$ cat config.mk
export PLATFORM = sky130hd
export DESIGN_NAME = traffic_phase_scheduler
export DESIGN_NICKNAME = d
export VERILOG_FILES = /design/src/rtl/traffic_pkg.sv /design/src/rtl/rr_pick16.sv /design/src/rtl/traffic_phase_scheduler.sv
export SDC_FILE = /design/constraint.sdc
export NUM_CORES = 1
export LEC_CHECK = 0
export CAP_MARGIN = 15
export CELL_PAD_IN_SITES_DETAIL_PLACEMENT = 0
export CELL_PAD_IN_SITES_GLOBAL_PLACEMENT = 2
export CORE_MARGIN = 1.5
export CORE_UTILIZATION = 35
export CTS_CLUSTER_DIAMETER = 80
export DETAILED_ROUTE_END_ITERATION = 8
export HOLD_SLACK_MARGIN = 0.02
export PLACE_DENSITY = 0.9
export SLEW_MARGIN = 10
export SYNTH_ARGS = -nofsm -noshare
export SYNTH_HDL_FRONTEND = slang
export SYNTH_SLANG_ARGS = --single-unit
export TNS_END_PERCENT = 1
$ cat constraint.sdc
create_clock -name clk -period 7.2 [get_ports clk]
set_input_delay 1.44 -clock clk [delete_from_list [all_inputs] [get_ports clk]]
set_output_delay 1.44 -clock clk [all_outputs]
set_load 0.01 [all_outputs]
$ cat src/rtl/traffic_pkg.sv
// traffic_pkg: shared phase encoding and default timing for the traffic phase scheduler
package traffic_pkg;
    typedef enum logic [1:0] {IDLE, GREEN, YELLOW, ALLRED} phase_t;
    localparam int N_REQ        = 16;
    localparam int GREEN_TICKS  = 5;
    localparam int YELLOW_TICKS = 2;
    localparam int ALLRED_TICKS = 1;
    localparam int CNT_W        = 4;
endpackage

$ cat src/rtl/rr_pick16.sv
// rr_pick16: round-robin pick of the first pending source after last, wrapping 15->0
//  pending [15:0] in  - pending request bits
//  last    [3:0]  in  - most recently granted source; search starts at last+1
//  valid          out - any bit pending
//  idx     [3:0]  out - selected source
module rr_pick16 (
    input  logic [15:0] pending,
    input  logic [3:0]  last,
    output logic        valid,
    output logic [3:0]  idx
);
    logic [15:0] rot;
    logic [3:0]  off;
    // rot[i] is the source i+1 places after last, so the lowest set bit is the winner
    always_comb begin
        rot = '0;
        off = '0;
        for (int i = 0; i < 16; i++) rot[i] = pending[last + 4'(i) + 4'd1];
        for (int i = 15; i >= 0; i--) if (rot[i]) off = 4'(i);
    end
    assign valid = |pending;
    assign idx   = last + off + 4'd1;
endmodule

$ cat src/rtl/traffic_phase_scheduler.sv
// traffic_phase_scheduler: round-robin sharing of one green phase among 16 request sources
//  clk          in  - system clock, rising edge
//  reset        in  - asynchronous active-high, clears all state
//  tick         in  - timing strobe; phase counters advance only on tick
//  req     [15] in  - request per source, latched into pending
//  green   [15] out - one-hot green of granted source
//  yellow  [15] out - one-hot yellow of source being cleared
//  any_pending  out - OR of the pending register
//  busy         out - high in GREEN, YELLOW and ALLRED
module traffic_phase_scheduler
    import traffic_pkg::*;
#(
    parameter int GREEN_TICKS  = traffic_pkg::GREEN_TICKS,
    parameter int YELLOW_TICKS = traffic_pkg::YELLOW_TICKS,
    parameter int ALLRED_TICKS = traffic_pkg::ALLRED_TICKS,
    parameter int CNT_W        = traffic_pkg::CNT_W
) (
    input  logic             clk,
    input  logic             reset,
    input  logic             tick,
    input  logic [N_REQ-1:0] req,
    output logic [N_REQ-1:0] green,
    output logic [N_REQ-1:0] yellow,
    output logic             any_pending,
    output logic             busy
);
    phase_t             state, state_n;
    logic [N_REQ-1:0]   pending, clr;
    logic [CNT_W-1:0]   cnt, cnt_n;
    logic [3:0]         grant, grant_n, last, last_n, idx;
    logic               valid, ph_end;

    rr_pick16 u_pick (.pending(pending), .last(last), .valid(valid), .idx(idx));

    assign ph_end = tick && cnt == (state == GREEN  ? CNT_W'(GREEN_TICKS - 1) :
                                    state == YELLOW ? CNT_W'(YELLOW_TICKS - 1) :
                                                      CNT_W'(ALLRED_TICKS - 1));

    always_comb begin
        state_n = state;
        cnt_n   = cnt;
        grant_n = grant;
        last_n  = last;
        clr     = '0;
        if (state == IDLE || (state == ALLRED && ph_end)) begin
            state_n = valid ? GREEN : IDLE;
            cnt_n   = '0;
            if (valid) begin
                grant_n = idx;
                last_n  = idx;
                clr     = N_REQ'(1) << idx;
            end
        end else if (ph_end) begin
            state_n = state == GREEN ? YELLOW : ALLRED;
            cnt_n   = '0;
        end else if (tick) begin
            cnt_n = cnt + CNT_W'(1);
        end
    end

    always_ff @(posedge clk or posedge reset) begin
        if (reset) begin
            state   <= IDLE;
            pending <= '0;
            cnt     <= '0;
            grant   <= '0;
            last    <= 4'd15;
        end else begin
            state   <= state_n;
            // a fresh request in the clearing cycle keeps the source pending
            pending <= (pending & ~clr) | req;
            cnt     <= cnt_n;
            grant   <= grant_n;
            last    <= last_n;
        end
    end

    assign green       = state == GREEN  ? N_REQ'(1) << grant : '0;
    assign yellow      = state == YELLOW ? N_REQ'(1) << grant : '0;
    assign busy        = state != IDLE;
    assign any_pending = |pending;
endmodule

==> run_results.csv <==
group,metric,value,unit
run_status,outcome,"complete, no violations",
critical_path,reg2reg_to,"pending[15]",
pwr,finalPower,1.31,mW
drt,wirelength,9720,um
sta,tns,0,ns
die,die_w,102,um
pwr,power_density,318,mW/mm2
yosys,async_flop_share,100,%
min_path,hold_path_depth,2,
global_routing,use_met2,30.9,%
finish,drive_above_1_share,13.1,%
global_routing,met1_usage,28.1,%
placement,port_buffers,52,
die,ios,53,
clock_tree,clock_sinks,30,
critical_path,crit_arrival,5.78,ns
placement,place_ws,1.58,ns
global_routing,grt_max_degree,31,
die,core,0.00968,mm2
global_routing,antenna_found_initial,0,
flow_run,cap_violations,0,
sta,tightest_slew,0.882,ns
finish,num-fill-cells,945,
yosys,synth_top_area_cell,"dfrtp_1",
yosys,ys.flop_type,"dfrtp_1",
sta,slew_headroom,41.2,%
clock_tree,clk_latency,0.28,ns
sta,final-setup-viol-count,0,
placement,routabilityCongestion,0.912,
pwr,ir_drop,0.147,mV
clock_tree,clk_pin_slew,0.08,ns
global_routing,grt_busiest_layer,"met2",
min_path,min_from,"cnt[1]",
clock_tree,ctsHtreeMaxLevel,2,
critical_path,worstSetupPathType,"reg -> reg",
critical_path,cp_max_fo,27,
sta,fmax,179,MHz
drt,ant_nets,0,
critical_path,rrSetupSlack,1.60,ns
critical_path,r2r_cells,15,
yosys,synth_cell_types,47,
drt,post_drt_wl_per_cell,18.6,um
critical_path,reg2reg_from,"last[0]",
global_routing,grt_pass1_vias,2852,
yosys,synth_seq_cells,30,
yosys,synth_common_cells,"nor2_1, nor3_1, dfrtp_1",
clock_tree,ctsLongestPathBuffers,2,
die,die_h,102,um
min_path,hold_class,"reg -> reg",
yosys,synth.most_common_cell,"nor2_1",
drt,drc,0,
finish,syn2layout_area_growth,19.0,%
clock_tree,cts-buffers-inserted,5,
clock_tree,cts_hold_buf,0,
global_routing,gr-total-overflow,0,
drt,drtPass1Iterations,5,
sta,layout_min_cycle_time,5.60,ns
sta,rsz0062_at_grt,"false",
pwr,power_leakage,1.31,nW
clock_tree,cts_setup_buffers,0,
drt,vias_per_cell,5.90,
placement,dpl.hpwl,7080,um
sta,finalMaxSlewViolations,0,
sta,finalClockSkew,0.0141,ns
finish,fin_util,42.4,%
clock_tree,cts-resized-gates,0,
sta,fin_crit_sh,77.8,%
yosys,synth.avg_cell_area,9.81,um2
min_path,min_to,"cnt[1]",
critical_path,required,7.38,ns
yosys,ys_top_cells_by_area,"dfrtp_1, mux4_2, mux4_1",
global_routing,track_usage,19.1,%
global_routing,grt_pass1_wl,15500,um
yosys,yosys_warnings,0,
critical_path,cp-start-kind,"register",
sta,fin_ws,1.60,ns
yosys,netlist_area,0.00345,mm2
die,initial_core_util,35.7,%
critical_path,endpoint_kind,"register",
yosys,synth_nets,384,
yosys,synth_edf_count,0,
finish,fin_nets,419,
drt,vias,3072,
sta,hold_violations,0,
global_routing,use_met3,1.78,%
clock_tree,cts_tree,"done",
clock_tree,cts_root_buffer,"clkbuf_8",
yosys,ys_seq_area_share,21.9,%
drt,drt_first_iter_violations,326,
finish,n_antenna_cell,0,
die,die_area,0.0105,mm2
die,rows,36,
yosys,synth.top_cell.area_share,18.8,%
yosys,synthCells,352,
report_power, final:
part           total (mW)  internal, mW  switching [mW]
combinational       0.802         0.371           0.431
clock               0.132        0.0669          0.0653
sequential          0.375         0.223           0.151
logic make-up (layout without fill, tap and decap cells):
group	after synthesis	in the layout	synth area share, %
flops	30	30	21.9
xor+xnor	19	19	4.82
buf+inv	36	72	4.93
simple gates	144	144	22.3
compound gates	60	60	14.0
fa+ha+maj	13	13	4.93
mux	50	50	27.1
area by class of cell:
cell class,instances,area (um2),share of cell area [%]
clock buffers,6,72.6,1.77
clock inverters,2,10.0,0.244
inverters,9,33.8,0.822
multi-input cells,286,2530,61.5
flip-flops and latches,30,756,18.4
well taps,133,166,4.05
repair buffers,55,543,13.2
how the worst max path moves through the flow:
stage            start          end  slack (ns)  cells past startpoint
4_1_cts        last[0]  pending[15]        1.57                     15
2_1_floorplan  last[0]   pending[0]        2.22                     19
3_3_place_gp   last[0]  pending[15]        1.69                     15
6_report       last[0]  pending[15]        1.60                     15
5_1_grt        last[0]  pending[11]        1.27                     15
3_5_place_dp   last[0]  pending[15]        1.58                     15
through the flow:
stage               instance area [um2]  cells  hold slack, ns
detailed placement                 4030    513           0.574
finish                             4110    521           0.581
global route                       4110    521           0.610
CTS                                4110    521           0.586
global placement                   4030    513           0.573
floorplan                          3450    352           0.548
state kept, by name, summed over array words and instances (netlist names):
| signal | cells |
|---|---|
| pending | 16 |
| cnt | 4 |
| state | 2 |
| grant | 4 |
| last | 4 |
routing by layer:
metal | routed length, um | vias to the layer above
li1 | - | 1441
met1 | 4510 | 1544
met2 | 4710 | 83
met3 | 430 | 4
met4 | 68 | 0
met5 | 0 | -
cell usage in the layout (no fill, tap or decap), types with 10 or more instances in the layout:
master and n:
nand2_1 14, nand2b_1 12, nor2_1 41, xor2_1 10
or4_1 12, dfrtp_1 26, nor3_1 27, mux4_2 24
clkdlybuf4s50_1 52, o211ai_1 14, ha_1 12, mux2i_1 14
o221a_1 10
critical path, stage by stage (launching register included):
cell and delay (ns):
dfstp_2 0.93, inv_1 0.23, ha_1 0.68, mux4_1 0.43, mux2_2 0.31, mux2i_1 0.20
and2_1 0.19, nand3b_1 0.09, a2111oi_0 0.72, ha_1 0.41, inv_1 0.08, o21bai_1 0.12
xor2_1 0.16, buf_4 0.22, or4_1 0.48, o221a_2 0.24
(Power assumes the default switching activity.)
